<file path="src/rtl/cci_mpf_shim_c0_req_buf_pkg.sv">
// Types and helpers shared by the c0 read-request buffer shim: CCI header/channel
// structs, default sizing, and request/response decode functions.
package cci_mpf_shim_c0_req_buf_pkg;

   localparam int unsigned DEF_N_ENTRIES       = 32;
   localparam int unsigned DEF_ALMFULL_SLOTS   = 8;
   localparam int unsigned DEF_MAX_OUTSTANDING = 256;

   localparam int unsigned ADDR_W  = 42;
   localparam int unsigned MDATA_W = 16;
   localparam int unsigned DATA_W  = 64;

   typedef enum logic [3:0] {
      eREQ_RDLINE_I = 4'h0,
      eREQ_RDLINE_S = 4'h1,
      eREQ_WRLINE_I = 4'h2,
      eREQ_WRFENCE  = 4'h4
   } t_cci_req;

   typedef enum logic [3:0] {
      eRSP_RDLINE = 4'h0,
      eRSP_WRLINE = 4'h1,
      eRSP_UMSG   = 4'h4
   } t_cci_rsp;

   typedef struct packed {
      t_cci_req            req_type;
      logic [ADDR_W-1:0]   address;
      logic [MDATA_W-1:0]  mdata;
   } t_cci_mpf_c0_ReqMemHdr;

   typedef struct packed {
      logic                  valid;
      t_cci_mpf_c0_ReqMemHdr hdr;
   } t_if_cci_mpf_c0_Tx;

   typedef struct packed {
      logic                valid;
      t_cci_req            req_type;
      logic [ADDR_W-1:0]   address;
      logic [MDATA_W-1:0]  mdata;
      logic [DATA_W-1:0]   data;
   } t_if_cci_mpf_c1_Tx;

   typedef struct packed {
      logic                rspValid;
      t_cci_rsp            resp_type;
      logic [MDATA_W-1:0]  mdata;
      logic [DATA_W-1:0]   data;
   } t_if_cci_c0_Rx;

   typedef struct packed {
      logic                rspValid;
      t_cci_rsp            resp_type;
      logic [MDATA_W-1:0]  mdata;
   } t_if_cci_c1_Rx;

   // Width of a counter that must hold the value n itself.
   function automatic int unsigned cnt_w(input int unsigned n);
      return $clog2(n) + 1;
   endfunction

   function automatic logic c0_tx_is_read_req(input t_if_cci_mpf_c0_Tx tx);
      return tx.valid && ((tx.hdr.req_type == eREQ_RDLINE_I) ||
                          (tx.hdr.req_type == eREQ_RDLINE_S));
   endfunction

   function automatic logic c0_rx_is_read_rsp(input t_if_cci_c0_Rx rx);
      return rx.rspValid && (rx.resp_type == eRSP_RDLINE);
   endfunction

endpackage

</file>
<file path="src/rtl/cci_mpf_if.sv">
// CCI-P style MPF connection bundle; to_fiu is the side driving requests toward
// the FIU, to_afu is the side facing the AFU.
interface cci_mpf_if;
   import cci_mpf_shim_c0_req_buf_pkg::*;

   t_if_cci_mpf_c0_Tx c0Tx;
   logic              c0TxAlmFull;
   t_if_cci_mpf_c1_Tx c1Tx;
   logic              c1TxAlmFull;
   t_if_cci_c0_Rx     c0Rx;
   t_if_cci_c1_Rx     c1Rx;
   logic              reset_n;

   modport to_fiu (output c0Tx, c1Tx, input c0TxAlmFull, c1TxAlmFull, c0Rx, c1Rx, reset_n);
   modport to_afu (input c0Tx, c1Tx, output c0TxAlmFull, c1TxAlmFull, c0Rx, c1Rx, reset_n);
endinterface

</file>
<file path="src/rtl/cci_mpf_c0_req_fifo.sv">
// Header FIFO for the c0 shim. A push into a full FIFO is accepted only when a
// pop happens in the same cycle; otherwise it is dropped.
module cci_mpf_c0_req_fifo
   import cci_mpf_shim_c0_req_buf_pkg::*;
#(
   parameter int unsigned N_ENTRIES = DEF_N_ENTRIES
)(
   input  logic                        clk,
   input  logic                        reset,
   input  logic                        enq_i,
   input  t_cci_mpf_c0_ReqMemHdr       enq_hdr_i,
   input  logic                        deq_i,
   output t_cci_mpf_c0_ReqMemHdr       head_o,
   output logic                        full_o,
   output logic                        empty_o,
   output logic [$clog2(N_ENTRIES):0]  count_o,
   output logic [$clog2(N_ENTRIES):0]  count_d_o
);
   localparam int unsigned PTR_W = $clog2(N_ENTRIES);
   localparam logic [PTR_W-1:0] PTR_ONE = {{(PTR_W-1){1'b0}}, 1'b1};
   localparam logic [PTR_W:0]   CNT_ONE = {{PTR_W{1'b0}}, 1'b1};
   localparam logic [PTR_W:0]   CNT_MAX = (PTR_W+1)'(N_ENTRIES);

   t_cci_mpf_c0_ReqMemHdr mem_q [N_ENTRIES];
   logic [PTR_W-1:0] wr_ptr_q, wr_ptr_d, rd_ptr_q, rd_ptr_d;
   logic [PTR_W:0]   count_q, count_d;
   logic             push_s, pop_s;

   assign full_o    = (count_q == CNT_MAX);
   assign empty_o   = (count_q == {(PTR_W+1){1'b0}});
   assign head_o    = mem_q[rd_ptr_q];
   assign count_o   = count_q;
   assign count_d_o = count_d;

   always_comb begin
      pop_s    = deq_i & ~empty_o;
      push_s   = enq_i & (~full_o | pop_s);
      wr_ptr_d = push_s ? (wr_ptr_q + PTR_ONE) : wr_ptr_q;
      rd_ptr_d = pop_s  ? (rd_ptr_q + PTR_ONE) : rd_ptr_q;
      case ({push_s, pop_s})
         2'b10:   count_d = count_q + CNT_ONE;
         2'b01:   count_d = count_q - CNT_ONE;
         default: count_d = count_q;
      endcase
   end

   always_ff @(posedge clk) begin
      if (reset) begin
         wr_ptr_q <= {PTR_W{1'b0}};
         rd_ptr_q <= {PTR_W{1'b0}};
         count_q  <= {(PTR_W+1){1'b0}};
      end else begin
         wr_ptr_q <= wr_ptr_d;
         rd_ptr_q <= rd_ptr_d;
         count_q  <= count_d;
      end
   end

   // Storage carries no reset; validity is tracked by the pointers alone.
   always_ff @(posedge clk) begin
      if (push_s) begin
         mem_q[wr_ptr_q] <= enq_hdr_i;
      end
   end

endmodule

</file>
<file path="src/rtl/cci_mpf_shim_c0_req_buf.sv">
// c0 read-request buffer shim: queues AFU read requests and releases them toward
// the FIU under FIU almost-full and read-credit control. Other channels pass through.
module cci_mpf_shim_c0_req_buf
   import cci_mpf_shim_c0_req_buf_pkg::*;
#(
   parameter int unsigned N_ENTRIES       = DEF_N_ENTRIES,
   parameter int unsigned ALMFULL_SLOTS   = DEF_ALMFULL_SLOTS,
   parameter int unsigned MAX_OUTSTANDING = DEF_MAX_OUTSTANDING
)(
   input  logic                              clk,
   input  logic                              reset,
   cci_mpf_if.to_afu                         afu,
   cci_mpf_if.to_fiu                         fiu,
   output logic [$clog2(N_ENTRIES):0]        occupancy,
   output logic [$clog2(MAX_OUTSTANDING):0]  outstanding,
   output logic                              err_overflow,
   output logic                              err_underflow
);
   localparam int unsigned OCC_W = cnt_w(N_ENTRIES);
   localparam int unsigned OUT_W = cnt_w(MAX_OUTSTANDING);
   localparam logic [OCC_W-1:0] N_CNT   = OCC_W'(N_ENTRIES);
   localparam logic [OCC_W-1:0] ALM_CNT = OCC_W'(ALMFULL_SLOTS);
   localparam logic [OUT_W-1:0] MAX_CNT = OUT_W'(MAX_OUTSTANDING);
   localparam logic [OUT_W-1:0] OUT_ONE = {{(OUT_W-1){1'b0}}, 1'b1};

   t_cci_mpf_c0_ReqMemHdr head_s;
   t_if_cci_mpf_c0_Tx     c0tx_q, c0tx_d;
   logic                  enq_s, rsp_s, issue_s, full_s, empty_s;
   logic [OCC_W-1:0]      occ_d_s;
   logic [OUT_W-1:0]      outst_q, outst_d;
   logic                  almfull_q, almfull_d, ovf_q, ovf_d, unf_q, unf_d;

   assign enq_s   = c0_tx_is_read_req(afu.c0Tx);
   assign rsp_s   = c0_rx_is_read_rsp(fiu.c0Rx);
   assign issue_s = ~empty_s & ~fiu.c0TxAlmFull & (outst_q < MAX_CNT);

   cci_mpf_c0_req_fifo #(.N_ENTRIES(N_ENTRIES)) u_fifo (
      .clk       (clk),
      .reset     (reset),
      .enq_i     (enq_s),
      .enq_hdr_i (afu.c0Tx.hdr),
      .deq_i     (issue_s),
      .head_o    (head_s),
      .full_o    (full_s),
      .empty_o   (empty_s),
      .count_o   (occupancy),
      .count_d_o (occ_d_s)
   );

   // Issue and response in the same cycle cancel, so they never underflow.
   always_comb begin
      c0tx_d.valid = issue_s;
      c0tx_d.hdr   = head_s;
      almfull_d    = ((N_CNT - occ_d_s) <= ALM_CNT);
      ovf_d        = ovf_q | (enq_s & full_s & ~issue_s);
      unf_d        = unf_q;
      outst_d      = outst_q;
      case ({issue_s, rsp_s})
         2'b10: outst_d = outst_q + OUT_ONE;
         2'b01: begin
            if (outst_q == {OUT_W{1'b0}}) begin
               unf_d = 1'b1;
            end else begin
               outst_d = outst_q - OUT_ONE;
            end
         end
         default: outst_d = outst_q;
      endcase
   end

   always_ff @(posedge clk) begin
      if (reset) begin
         c0tx_q    <= '0;
         almfull_q <= 1'b1;
         ovf_q     <= 1'b0;
         unf_q     <= 1'b0;
         outst_q   <= {OUT_W{1'b0}};
      end else begin
         c0tx_q    <= c0tx_d;
         almfull_q <= almfull_d;
         ovf_q     <= ovf_d;
         unf_q     <= unf_d;
         outst_q   <= outst_d;
      end
   end

   assign fiu.c0Tx         = c0tx_q;
   assign afu.c0TxAlmFull  = almfull_q;
   assign outstanding      = outst_q;
   assign err_overflow     = ovf_q;
   assign err_underflow    = unf_q;

   assign fiu.c1Tx         = afu.c1Tx;
   assign afu.c1TxAlmFull  = fiu.c1TxAlmFull;
   assign afu.c0Rx         = fiu.c0Rx;
   assign afu.c1Rx         = fiu.c1Rx;
   assign afu.reset_n      = fiu.reset_n;

endmodule
</file>
<file path="src/flat_wrapper.sv">
// flat-port wrapper written by rule: the top's interface ports become plain ports
module cci_mpf_shim_c0_req_buf_flat import cci_mpf_shim_c0_req_buf_pkg::*;
#(
   parameter int unsigned N_ENTRIES       = DEF_N_ENTRIES,
   parameter int unsigned ALMFULL_SLOTS   = DEF_ALMFULL_SLOTS,
   parameter int unsigned MAX_OUTSTANDING = DEF_MAX_OUTSTANDING
)
  (clk, reset, occupancy, outstanding, err_overflow, err_underflow, afu_c0Tx, afu_c1Tx, afu_c0TxAlmFull, afu_c1TxAlmFull, afu_c0Rx, afu_c1Rx, afu_reset_n, fiu_c0Tx, fiu_c1Tx, fiu_c0TxAlmFull, fiu_c1TxAlmFull, fiu_c0Rx, fiu_c1Rx, fiu_reset_n);
  cci_mpf_if afu_i ();
  cci_mpf_if fiu_i ();
  input  logic clk;
  input  logic reset;
  output logic [$clog2(N_ENTRIES):0] occupancy;
  output logic [$clog2(MAX_OUTSTANDING):0] outstanding;
  output logic err_overflow;
  output logic err_underflow;
  input wire logic [$bits(afu_i.c0Tx)-1:0] afu_c0Tx;
  input wire logic [$bits(afu_i.c1Tx)-1:0] afu_c1Tx;
  output wire logic [$bits(afu_i.c0TxAlmFull)-1:0] afu_c0TxAlmFull;
  output wire logic [$bits(afu_i.c1TxAlmFull)-1:0] afu_c1TxAlmFull;
  output wire logic [$bits(afu_i.c0Rx)-1:0] afu_c0Rx;
  output wire logic [$bits(afu_i.c1Rx)-1:0] afu_c1Rx;
  output wire logic [$bits(afu_i.reset_n)-1:0] afu_reset_n;
  output wire logic [$bits(fiu_i.c0Tx)-1:0] fiu_c0Tx;
  output wire logic [$bits(fiu_i.c1Tx)-1:0] fiu_c1Tx;
  input wire logic [$bits(fiu_i.c0TxAlmFull)-1:0] fiu_c0TxAlmFull;
  input wire logic [$bits(fiu_i.c1TxAlmFull)-1:0] fiu_c1TxAlmFull;
  input wire logic [$bits(fiu_i.c0Rx)-1:0] fiu_c0Rx;
  input wire logic [$bits(fiu_i.c1Rx)-1:0] fiu_c1Rx;
  input wire logic [$bits(fiu_i.reset_n)-1:0] fiu_reset_n;
  assign afu_i.c0Tx = afu_c0Tx;
  assign afu_i.c1Tx = afu_c1Tx;
  assign afu_c0TxAlmFull = afu_i.c0TxAlmFull;
  assign afu_c1TxAlmFull = afu_i.c1TxAlmFull;
  assign afu_c0Rx = afu_i.c0Rx;
  assign afu_c1Rx = afu_i.c1Rx;
  assign afu_reset_n = afu_i.reset_n;
  assign fiu_c0Tx = fiu_i.c0Tx;
  assign fiu_c1Tx = fiu_i.c1Tx;
  assign fiu_i.c0TxAlmFull = fiu_c0TxAlmFull;
  assign fiu_i.c1TxAlmFull = fiu_c1TxAlmFull;
  assign fiu_i.c0Rx = fiu_c0Rx;
  assign fiu_i.c1Rx = fiu_c1Rx;
  assign fiu_i.reset_n = fiu_reset_n;
  cci_mpf_shim_c0_req_buf #(.N_ENTRIES(N_ENTRIES), .ALMFULL_SLOTS(ALMFULL_SLOTS), .MAX_OUTSTANDING(MAX_OUTSTANDING)) u_core (.clk(clk), .reset(reset), .afu(afu_i), .fiu(fiu_i), .occupancy(occupancy), .outstanding(outstanding), .err_overflow(err_overflow), .err_underflow(err_underflow));
endmodule
</file>
<file path="config.mk">
export PLATFORM = sky130hd
export DESIGN_NAME = cci_mpf_shim_c0_req_buf_flat
export DESIGN_NICKNAME = d
export VERILOG_FILES = /design/src/rtl/cci_mpf_shim_c0_req_buf_pkg.sv /design/src/rtl/cci_mpf_if.sv /design/src/rtl/cci_mpf_c0_req_fifo.sv /design/src/rtl/cci_mpf_shim_c0_req_buf.sv /design/src/flat_wrapper.sv
export SDC_FILE = /design/constraint.sdc
export NUM_CORES = 2
export LEC_CHECK = 0
export BUFFER_PORTS_ARGS = -buffer_cell sky130_fd_sc_hd__buf_2
export CAP_MARGIN = 20
export CORE_MARGIN = 2
export CORE_UTILIZATION = 54
export DETAILED_ROUTE_END_ITERATION = 10
export GPL_ROUTABILITY_DRIVEN = 0
export PLACE_DENSITY = 0.76
export SETUP_SLACK_MARGIN = 0.5
export SYNTH_ARGS = -nofsm -noshare
export SYNTH_HDL_FRONTEND = slang
export SYNTH_SLANG_ARGS = --single-unit
</file>
<file path="constraint.sdc">
create_clock -name clk -period 6.27 [get_ports clk]
set_clock_uncertainty 0.15 [all_clocks]
set_input_delay 1.881 -clock clk [delete_from_list [all_inputs] [get_ports clk]]
set_output_delay 1.881 -clock clk [all_outputs]
set_load 0.05 [all_outputs]
</file>
==> reports/metrics.yaml <==
synthesis:
  yosysWarnings: 0
  synth_area_leaders: "edfxtp_1 74%, mux4_2 17%, dfxtp_1 2.3%"
  netlist.area_leader.share_pct: 74.4
  syn_area_per_cell_um2: 23.3
  ys_types: 51
  ys.flop_type: "edfxtp_1"
  synthCells: 3433
  synth_edf_count: 1984
  seq_area_frac_synth_pct: 76.7
  syn_nets: 3752
  ys_ff_latch: 2075
  yosys.area.top_type: "edfxtp_1"
  async_reset_ff_share_pct: 0
  syn-cell-area_um2: 80100
clocking:
  cts_sinks: 2075
  cts_resized: 0
  post-cts-setup-buffers: 0
  postCtsHoldBufs: 0
  clkTransAtPathRegs_ps: 60
  cts-buffers-inserted: 196
  cts_buffer_depth: 3
  clk_latency_ps: 820
  clockRootBuffer: "clkbuf_16"
  htreeDepth: 4
  cts_tree: "yes"
critical_path:
  rrSetupSlack_ps: 2460
  cp-end-kind: "flop"
  crit_type: "primary input to flop"
  worstPathArrival_ps: 5340
  r2r_start: "u_core.u_fifo.rd_ptr_q[0]"
  rr_worst_depth: 6
  cp.required_ps: 6860
  crit_path_max_fanout: 33
  r2r_end: "u_core.fiu.c0Tx[34]"
  startpoint_type: "primary input"
detailed_routing:
  drtPass1Iterations: 5
  wl_mm: 218
  wl_per_cell_um: 38.9
  viasPerCell: 6.67
  drcViolationCount: 0
  dr.first_iter.drc_count: 5281
  ant_nets: 0
  vias: 37300
sta:
  fin_setup_tns_ps: 0
  finalCritPeriodShare_pct: 75.8
  grt_setup_unrepaired: "no"
  tightest_slew_ps: 1000
  slew-limit-headroom_pct: 33.3
  holdWs_ps: 312
  finalSetupViolCount: 0
  finalMaxSlewViolations: 0
  finalHoldViolCount: 0
  period_minus_slack_ps: 4750
  clock.fmax_mhz: 210
placed_design:
  dp_hpwl_mm: 126
  port_buffers: 156
power_and_ir_drop:
  p_leak_nw: 27.1
  ir_worst_vdd_mv: 0.296
  powerDensity_nw_per_um2: 368
global_route:
  overflow: 0
  grt.total_usage_pct: 28.9
  grt_pass1_wl_mm: 303
  antenna_found_initial: 11
  grt_pass1_vias: 37200
  grt_max_degree: 95
floorplan:
  io_pins: 617
  die_h_um: 389
  rows: 141
  dieArea_um2: 151000
  core_area_um2: 147000
  die_w_um: 389
  start_util_pct: 54.3
worst_hold_path:
  min_path_cells: 1
  hold_class: "flop to flop"
  min-delay-start: "u_core.err_overflow"
  worst_hold_path.endpoint: "u_core.err_overflow"
final_layout:
  drive_gt1_share_pct: 33.2
  final_nets: 3815
  syn_to_final_growth_pct: 11.0
  layout_commonest_cell: "edfxtp_1"
  final_cell_mix: "1984 x edfxtp_1, 620 x mux4_2, 205 x clkbuf_16"
run_status:
  status: "finished, final reports clean"
flow_run:
  maxCapViolations: 0
==> Yosys cell counts, types with 2 or more instances <==
cell,count
mux2i_1,74
buf_2,55
a211oi_1,3
o211a_1,2
or3b_2,2
nand3_1,4
xor2_1,8
nor2_1,137
nand2_1,13
clkbuf_1,90
mux4_2,620
nand4_1,3
o21bai_1,3
nor4_1,4
buf_4,236
nor2b_1,3
edfxtp_1,1984
inv_1,13
a21oi_1,7
buf_1,12
o41ai_1,2
o21ai_0,5
xnor2_1,9
dfxtp_1,91
buf_6,5
fa_1,2
nand3b_1,3
ha_1,16
mux2_2,2
or3_1,4
==> worst max-delay path by stage <==
| stage | startpoint | to | slack [ps] | depth (start not counted) |
|---|---|---|---|---|
| floorplan | afu_c0Tx[59] | u_core.u_fifo.mem_q[31][0] | -70 | 6 |
| global placement | afu_c0Tx[59] | u_core.afu.c0TxAlmFull | 770 | 11 |
| detailed placement | afu_c0Tx[59] | u_core.afu.c0TxAlmFull | 750 | 11 |
| CTS | afu_c0Tx[59] | u_core.afu.c0TxAlmFull | 1620 | 11 |
| global route | afu_c0Tx[59] | u_core.afu.c0TxAlmFull | 1350 | 11 |
| finish | afu_c0Tx[59] | u_core.afu.c0TxAlmFull | 1520 | 11 |
==> power breakdown <==
part	switching (mW)	internal [mW]	total, mW
combinational	2.76	2.61	5.38
sequential	0.157	15.3	15.4
clock	5.09	6.89	12.0
==> routing by layer <==
layer  routed length [um]  track usage, %
met2               112000            49.0
met3                26800            9.35
met5                  167           0.734
met4                 7850            9.49
met1                70700            35.3
==> critical path, cell delays in order <==
cell	delay, ps
buf_2	300
or4b_1	800
nand2_1	200
inv_1	110
ha_1	280
a211oi_1	330
o21bai_1	150
a21oi_1	260
mux2_2	370
a221oi_1	430
mux2i_1	220
==> area by class of cell <==
class,count,area [um^2]
sequential,2075,61400
fill,9652,58500
multi-input combinational,947,16400
clock buffer,246,5300
tap,1930,2410
timing repair buffer,263,2200
clock inverter,120,1160
inverter,13,48.8
antenna,1,2.50
==> cell families (layout without fill, tap and decap cells) <==
logic type	count (synthesis)	after routing	synth area share, %
flops	2075	2075	76.7
other cells	0	1	0
mux	696	696	18.4
buf+inv	411	642	3.16
fa+ha+maj	18	18	0.300
simple gates	185	185	1.02
compound gates	31	31	0.289
xor+xnor	17	17	0.186
==> metrics by stage <==
| step | worst slack (ps) | cells | total power [mW] | utilization (%) | cell area [um^2] |
|---|---|---|---|---|---|
| 2_1_floorplan | -67.4 | 3433 | 20.0 | - | 80100 |
| 3_3_place_gp | 772 | 5228 | 21.0 | 55.9 | 82500 |
| 3_5_place_dp | 754 | 5228 | 21.1 | 55.9 | 82500 |
| 4_1_cts | 1620 | 5594 | 33.0 | 60.3 | 88900 |
| 5_1_grt | 1350 | 5595 | 33.7 | 60.3 | 88900 |
| 6_report | 1520 | 5595 | 32.8 | 60.3 | 88900 |
==> state kept, by name (all words and copies together), names as in the netlist <==
signal	flops
u_core.u_fifo.rd_ptr_q	5
u_core.fiu.c0Tx	63
u_core.afu.c0TxAlmFull	1
u_core.outstanding	9
u_core.err_overflow	1
u_core.u_fifo.count_o	6
u_core.err_underflow	1
u_core.u_fifo.wr_ptr_q	5
u_core.u_fifo.mem_q	1984
Power figures use the tool's default switching activity.
